--- config.mk ---
export PLATFORM = sky130hd
export DESIGN_NAME = uart_tx_fifo
export DESIGN_NICKNAME = d
export VERILOG_FILES = /design/src/rtl/uart_tx_fifo.sv
export SDC_FILE = /design/constraint.sdc
export NUM_CORES = 1
export LEC_CHECK = 0
export CAP_MARGIN = 20
export CORE_MARGIN = 2
export CORE_UTILIZATION = 25
export DETAILED_ROUTE_END_ITERATION = 7
export GPL_ROUTABILITY_DRIVEN = 0
export PLACE_DENSITY = 0.37
export SYNTH_ARGS = -nofsm -noshare
export SYNTH_HDL_FRONTEND = slang
export SYNTH_SLANG_ARGS = --single-unit
--- constraint.sdc ---
create_clock -name clk -period 4.1 [get_ports clk]
set_input_delay 0.615 -clock clk [delete_from_list [all_inputs] [get_ports clk]]
set_output_delay 0.615 -clock clk [all_outputs]
set_load 0.01 [all_outputs]
--- src/rtl/uart_tx_fifo.sv ---
// uart_tx_fifo: byte-wide 8N1 UART transmitter fed by a small circular-buffer FIFO.
// Ports: clk/rst (sync, active-high); tx_data/tx_valid/tx_ready byte push handshake;
//        tx serial line (idle high); busy (frame in flight or bytes queued); fifo_count (queued bytes).
module uart_tx_fifo #(
  parameter int CLKS_PER_BIT = 104,
  parameter int FIFO_DEPTH   = 4
) (
  input  logic                          clk,
  input  logic                          rst,
  input  logic [7:0]                    tx_data,
  input  logic                          tx_valid,
  output logic                          tx_ready,
  output logic                          tx,
  output logic                          busy,
  output logic [$clog2(FIFO_DEPTH):0]   fifo_count
);

  localparam int PW   = $clog2(FIFO_DEPTH);
  localparam int CNTW = PW + 1;
  localparam int CW   = (CLKS_PER_BIT > 1) ? $clog2(CLKS_PER_BIT) : 1;
  localparam logic [CW-1:0]   BAUD_LAST = CW'(CLKS_PER_BIT - 1);
  localparam logic [CNTW-1:0] FULL      = CNTW'(FIFO_DEPTH);

  typedef enum logic [1:0] {IDLE, START, DATA, STOP} state_t;

  state_t          state, state_nxt;
  logic [CW-1:0]   baud_cnt, baud_nxt;
  logic [2:0]      bit_idx, bit_nxt;
  logic [7:0]      shift, shift_nxt;
  logic            tx_nxt;
  logic            pop;
  logic            push;
  logic            baud_last;
  logic            fifo_empty;

  logic [7:0]      mem [FIFO_DEPTH];
  logic [PW-1:0]   wr_ptr, rd_ptr;

  assign tx_ready   = (fifo_count != FULL);
  assign push       = tx_valid && tx_ready;
  assign fifo_empty = (fifo_count == '0);
  assign busy       = (state != IDLE) || !fifo_empty;
  assign baud_last  = (baud_cnt == BAUD_LAST);

  always_comb begin
    state_nxt = state;
    baud_nxt  = baud_cnt;
    bit_nxt   = bit_idx;
    shift_nxt = shift;
    pop       = 1'b0;
    tx_nxt    = 1'b1;

    case (state)
      IDLE: begin
        if (!fifo_empty) begin
          pop       = 1'b1;
          shift_nxt = mem[rd_ptr];
          baud_nxt  = '0;
          state_nxt = START;
        end
      end
      START: begin
        baud_nxt = baud_last ? '0 : baud_cnt + 1'b1;
        if (baud_last) begin
          bit_nxt   = 3'd0;
          state_nxt = DATA;
        end
      end
      DATA: begin
        baud_nxt = baud_last ? '0 : baud_cnt + 1'b1;
        if (baud_last) begin
          if (bit_idx == 3'd7) begin
            state_nxt = STOP;
          end else begin
            bit_nxt   = bit_idx + 3'd1;
            shift_nxt = {1'b0, shift[7:1]};
          end
        end
      end
      STOP: begin
        baud_nxt = baud_last ? '0 : baud_cnt + 1'b1;
        if (baud_last) begin
          // Chain straight into the next start bit so queued frames are contiguous.
          if (!fifo_empty) begin
            pop       = 1'b1;
            shift_nxt = mem[rd_ptr];
            state_nxt = START;
          end else begin
            state_nxt = IDLE;
          end
        end
      end
      default: state_nxt = IDLE;
    endcase

    // tx is derived from the next state so the pin itself is a flop.
    case (state_nxt)
      START:   tx_nxt = 1'b0;
      DATA:    tx_nxt = shift_nxt[0];
      default: tx_nxt = 1'b1;
    endcase
  end

  always_ff @(posedge clk) begin
    if (rst) begin
      state      <= IDLE;
      baud_cnt   <= '0;
      bit_idx    <= '0;
      shift      <= '0;
      tx         <= 1'b1;
      wr_ptr     <= '0;
      rd_ptr     <= '0;
      fifo_count <= '0;
    end else begin
      state    <= state_nxt;
      baud_cnt <= baud_nxt;
      bit_idx  <= bit_nxt;
      shift    <= shift_nxt;
      tx       <= tx_nxt;
      if (push) wr_ptr <= wr_ptr + 1'b1;
      if (pop)  rd_ptr <= rd_ptr + 1'b1;
      case ({push, pop})
        2'b10:   fifo_count <= fifo_count + 1'b1;
        2'b01:   fifo_count <= fifo_count - 1'b1;
        default: fifo_count <= fifo_count;
      endcase
    end
  end

  // Storage needs no reset: entries are only read after being written.
  always_ff @(posedge clk) begin
    if (push) mem[wr_ptr] <= tx_data;
  end

endmodule

==> metrics.md, run 1 <==
| Metric | Value |
|---|---|
| Most frequent cells in the layout | `32 x edfxtp_1, 30 x dfxtp_1, 24 x nor2_1, 16 x clkdlybuf4s50_1, 15 x nand2_1` |
| Synthesized area | `about 2900 sq um` |
| Final worst-path cycle share | `0.732` |
| Clk root buf | `clkbuf_16` |
| Post-cts resize count | `0` |
| Postcts setup bufs | `0` |
| IO Port Bufs | `16` |
| Most Used Layer, Global Route | `met2` |
| Max VDD drop | `~0.24 mV` |
| Gate Count Post-Synth | `~230` |
| Worst skew pair latency | `approximately 0.33 ns` |
| Worst setup SP type | `flop` |
| Netlist cell types | `49` |
| Critical path required time | `between 3 and 4 ns` |
| Gr usage total | `0.103` |
| Worst-Margin Slew | `between 0.8 and 0.9 ns` |
| HPWL after DPL | `3960 microns` |
| Hold_sp | `bit_idx[1]` |
| Final nets | `280` |
| Hold buffers post-CTS | `0` |
| FF-to-FF Start | `baud_cnt[0]` |
| Worst r2r path cells | `10` |
| Seq cells post-synth | `between 60 and 70` |
| Row cnt | `39` |
| Total power | `about 2.3 mW` |
| Leak pwr | `~1.2 nW` |
| Pwr Density | `~660 nW/um^2` |
| Initial antenna violation count | `0` |
| Worst Hold Class | `flop to flop` |
| Seq/Total Area, Yosys | `0.547` |
| Grt met1 use | `0.128` |
| Num CTS Buffers | `9` |
| Share of cells above drive strength 1 | `0.0888` |
| N_diodes | `0` |
| Core footprint | `11300 sq um` |
| Slew Viols, Final | `0` |
| Final Critical Period | `around 3.0 ns` |
| Grt met2 use | `0.160` |
| Status | `finished clean` |
| Fmax | `approximately 0.33 GHz` |
| WL/cell | `between 10 and 15 microns` |
| I/O Pins | `17` |
| Total gr overflow | `0` |
| Skew final | `roughly 0.0053 ns` |
| Worst Hold Slack | `0.461 ns` |
| Met3 usage | `0.0350` |
| DP Cell Count | `about 390` |
| Worst setup path class | `flop to output pin` |
| Number of synthesized flops with an enable pin | `32` |
| Largest net degree at the start of global routing | `22` |
| Crit end category | `output pin` |
| Ys flop type | `edfxtp_1` |
| Die ar. | `between 10000 and 15000 sq um` |
| Wirelength, routed | `~6000 microns` |
| Syn Nets | `259` |
| Setup TNS | `0 ns` |
| Setup violations, final | `0` |
| Area Overhead vs Synth | `20.6%` |
| Worst path arrival time | `2.39 ns` |
| Die Y | `approximately 110 microns` |
| RSZ-0062 raised after global routing | `false` |
| Clk sinks | `just over 60` |
| Hold path cells | `2` |
| Routed Antenna Nets | `0` |
| Commonest non-fill, non-tap cell in the layout | `edfxtp_1` |
| Async SR Flop Fraction | `0` |
| First-pass DRT Iterations | `4` |
| Drt drc | `0` |
| Initial Utilization | `0.253` |
| Vias per cell | `~4.5` |
| Yosys warns | `0` |
| Via count | `about 1800` |
| DRT iter0 DRCs | `~60` |
| End point of the worst hold path | `bit_idx[1]` |
| First-pass GRT wire length | `between 9000 and 10000 microns` |
| Die W | `~110 microns` |
| Worst-path clk slew | `roughly 0.06 ns` |
| Worst-case clock buffer depth | `2` |
| Max-cap viol count | `0` |
| Hold Vio Cnt, Final | `0` |
| Vias in the first global route | `about 1800` |
| Mean Syn Cell Area | `12.2 sq um` |
| Crit-path max FO | `9` |
| Clock tree from TritonCTS | `yes` |
| FF-to-FF setup slack | `~1.2 ns` |
| Final Non-Filler Cells | `402` |
| CTS HTree Levels | `3` |
| Worst slew margin | `0.429` |
| R2R Path End | `fifo_count[2]` |
[cells by family (layout without fill, tap and decap cells)]
family | count (synthesis) | after routing | synth area share
buffers and inverters | 19 | 45 | 0.0289
AOI/OAI and AO/OA | 43 | 43 | 0.104
xor gates and xnor gates | 10 | 10 | 0.0307
adders and majority gates | 15 | 15 | 0.0684
and+or+nand+nor | 69 | 69 | 0.124
DFF | 62 | 62 | 0.547
muxes | 15 | 15 | 0.0969
[worst max-delay path: stages, from the launching register on]
cell and delay [ns]:
dfxtp_1 0.36, inv_1 0.14, ha_1 0.26, or4b_2 0.76, clkdlybuf4s50_1 0.54
[cell usage after synthesis (all sizes together), types with 2 or more instances]
cell type / instances / area share
edfxtp: 32 / 0.34
dfxtp: 30 / 0.21
nor2: 24 / 0.032
nand2: 15 / 0.020
ha: 14 / 0.061
o21ai: 12 / 0.021
inv: 11 / 0.014
a21oi: 8 / 0.014
mux4: 8 / 0.072
mux2i: 7 / 0.025
a22o: 6 / 0.018
nor3: 6 / 0.011
xnor2: 6 / 0.018
and3: 4 / 0.0088
buf: 4 / 0.0092
clkbuf: 4 / 0.0053
nand4: 4 / 0.0088
xor2: 4 / 0.012
and2: 3 / 0.0066
nor3b: 3 / 0.0096
a211oi: 2 / 0.0070
a32oi: 2 / 0.0061
nand3: 2 / 0.0035
or3: 2 / 0.0044
[sequential cells by signal (all words and copies together) (netlist names), named ones only]
signal and cells:
fifo_count 3, shift 8, tx 1, wr_ptr 2, mem 32, bit_idx 3, rd_ptr 2, state 2
baud_cnt 7
[per-layer routing]
| layer | vias up | wire length, microns |
|---|---|---|
| met5 | - | 0 |
| met1 | 859 | 2910 |
| li1 | 908 | - |
| met2 | 29 | 2750 |
| met3 | 8 | 206 |
| met4 | 0 | 136 |
[layout make-up]
| class | instances | area (sq um) |
|---|---|---|
| fillers | 1135 | 7830 |
| flip-flops and latches | 62 | 1560 |
| multi-input cells | 152 | 1210 |
| clock buffers | 9 | 225 |
| well taps | 143 | 179 |
| repair buffers | 18 | 175 |
| clock inverters | 7 | 50.0 |
| inverters | 11 | 41.3 |
[per-stage QoR]
step,utilization,area [sq um],setup WS [ns]
after global routing,0.305,3440,0.958
final,0.305,3440,1.10
after global placement,0.281,3170,1.23
after detailed placement,0.281,3170,1.20
after floorplan,-,2850,1.62
after CTS,0.305,3440,1.08
[how the worst max path moves through the flow]
stage | from | endpoint | slack [ns] | cells after the start
after floorplan | baud_cnt[0] | fifo_count[2] | 1.62 | 10
after global placement | baud_cnt[0] | fifo_count[2] | 1.23 | 10
after detailed placement | baud_cnt[0] | fifo_count[2] | 1.20 | 10
after CTS | state[1] | busy | 1.08 | 4
after global routing | baud_cnt[0] | fifo_count[2] | 0.96 | 10
final | state[1] | busy | 1.10 | 4
[power breakdown]
part	total [mW]	switching [mW]	internal (mW)	leakage (nW)
Clock	0.699	0.289	0.409	0.129
Sequential	0.852	0.0907	0.761	0.538
Combinational	0.719	0.382	0.337	0.527
Power figures use the tool's default switching activity.
==> run 2: changes to the inputs <==
Clock period 4.1 ns to 3 ns, I/O delays scaled along.
==> run 2 against run 1 <==
Against the previous run: sequential power is 35% higher; critical path depth unchanged; via count increased by 0.55%; largest power group unchanged; combinational power rose by 39%; non-clock buffer count increased by 2; worst setup slack worse by 0.92 ns.
==> metrics.md, run 2 (synthesis gave the netlist of run 1 again) <==
| Metric | Value |
|---|---|
| Status | `finished clean` |
| IO Port Bufs | `16` |
| Crit-path slowest cell | `or4b_2` |
| Pre-CTS setup slack | `between 0.3 and 0.4 ns` |
| Worst-path clk slew | `around 0.06 ns` |
| Via count | `approximately 1800` |
| Final worst-path cycle share | `0.941` |
| Hold path cells | `2` |
| I/O Pins | `17` |
| Wirelength, routed | `5860 microns` |
| Postcts setup bufs | `0` |
| CP delay by family, top | `simple AND/OR/NAND/NOR gates` |
| Clk sinks | `62` |
| Initial antenna violation count | `0` |
| Die Y | `111 microns` |
| Top Registers | `mem (32), shift (8), baud_cnt (7)` |
| Total gr overflow | `0` |
| Vias per cell | `4.49` |
| Setup violations, final | `0` |
| Vias in the first global route | `1837` |
| Gr usage total | `0.101` |
| Largest net degree at the start of global routing | `18` |
| Final nets | `282` |
| Die W | `between 100 and 150 microns` |
| First-pass DRT Iterations | `4` |
| Biggest register | `mem` |
| Worst Hold Class | `flop to flop` |
| Post-cts resize count | `0` |
| Commonest non-fill, non-tap cell in the layout | `edfxtp_1` |
| Core footprint | `roughly 11000 sq um` |
| Grt met1 use | `0.134` |
| Row cnt | `39` |
| Num CTS Buffers | `9` |
| Placed instance area | `3180 sq um` |
| Routed Antenna Nets | `0` |
| Hold Vio Cnt, Final | `0` |
| Worst slew margin | `0.675` |
| Worst-Margin Slew | `roughly 0.5 ns` |
| Hold buffers post-CTS | `0` |
| Stages on the worst setup path | `4` |
| WL/cell | `~15 microns` |
| Worst setup path class | `flop to output pin` |
| Post-Layout Inst Area | `3490 sq um` |
| Critical path cell sequence | `inv_1, ha_1, or4b_2, clkdlybuf4s50_1` |
| Max VDD drop | `~0.27 mV` |
| Worst path arrival time | `between 2 and 2.5 ns` |
| Most Used Layer, Global Route | `met2` |
| Drt drc | `0` |
| Worst r2r path cells | `10` |
| Worst skew pair latency | `between 0.3 and 0.4 ns` |
| Buffers and inverters on the worst path | `2` |
| Met3 usage | `0.0317` |
| Fmax | `~0.35 GHz` |
| DP Cell Count | `just under 400` |
| Worst setup SP type | `flop` |
| First-pass GRT wire length | `9670 microns` |
| Most frequent cells in the layout | `32 x edfxtp_1, 30 x dfxtp_1, 24 x nor2_1, 16 x clkdlybuf4s50_1, 15 x nand2_1` |
| Leak pwr | `1.22 nW` |
| Die ar. | `about 12000 sq um` |
| Crit-path max FO | `9` |
| Clock tree from TritonCTS | `yes` |
| Initial Utilization | `0.253` |
| Utilization after layout | `0.309` |
| Setup TNS | `0 ns` |
| Slew Viols, Final | `0` |
| FILL cells | `around 1100` |
| Max reg flops | `32` |
| Pwr Density | `slightly above 900 nW/um^2` |
| Critical path required time | `2.55 ns` |
| Grt met2 use | `0.156` |
| DRT iter0 DRCs | `60` |
| HPWL after DPL | `around 4000 microns` |
| Final Non-Filler Cells | `between 400 and 500` |
| CTS HTree Levels | `3` |
| RSZ-0062 raised after global routing | `false` |
| Area Overhead vs Synth | `22.2%` |
| Final Critical Period | `between 2 and 3 ns` |
| Worst-case clock buffer depth | `2` |
| Crit end category | `output pin` |
| N_diodes | `0` |
| Max-cap viol count | `0` |
| Skew final | `approximately 0.0067 ns` |
| Clk root buf | `clkbuf_16` |
| Share of cells above drive strength 1 | `0.0996` |
| Setup ws final | `around 0.18 ns` |
| Max stage delay on crit path | `between 0.7 and 0.8 ns` |
==> run 2: changes by cell type in the layout (fill, tap and decap cells not counted) <==
cell,before,now
clkinv_2,1,0
inv_6,1,3
clkinv_4,2,1
buf_4,2,4
clkinv_1,1,0
bufinv_16,0,1
==> run 2: cell type report <==
type	count	area, sq um	area share
Sequential cell	62	1560	0.448
Timing Repair Buffer	20	190	0.0546
Inverter	11	41.3	0.0118
Clock buffer	9	225	0.0646
Multi-Input combinational cell	152	1210	0.347
Clock inverter	7	80.1	0.0230
Tap cell	143	179	0.0513
==> run 2: per-layer routing <==
layer / part of all wire / up-vias
met1: 0.50 / 873
met4: 0.012 / 0
met2: 0.46 / 21
met5: 0 / -
li1: - / 915
met3: 0.026 / 5
==> run 2: stage by stage <==
step	power [mW]	hold WS (ns)
final	3.21	0.458
after CTS	3.27	0.467
after global placement	2.20	0.449
after floorplan	1.86	0.436
after global routing	3.43	0.481
after detailed placement	2.19	0.461
==> run 2: final timing paths <==
| check | startpoint | to | slack (ns) |
|---|---|---|---|
| max reg2reg | baud_cnt[0] | fifo_count[2] | 0.32 |
| min reg2reg | bit_idx[1] | bit_idx[1] | 0.46 |
| min | bit_idx[1] | bit_idx[1] | 0.46 |
| max | state[0] | busy | 0.18 |
==> run 2: where the power goes <==
group	internal [mW]	switching (mW)	leakage [nW]
clock network	0.653	0.403	0.143
logic	0.472	0.532	0.537
registers	1.04	0.109	0.538
total	2.16	1.04	1.22
==> run 2: worst reg2reg max path: cells and delay by family (launching register included) <==
family	cells	cell delay [ns]
xor+xnor	1	0.16
simple gates	3	0.87
fa+ha+maj	3	0.86
flops	1	0.39
buf+inv	1	0.06
compound gates	2	0.28
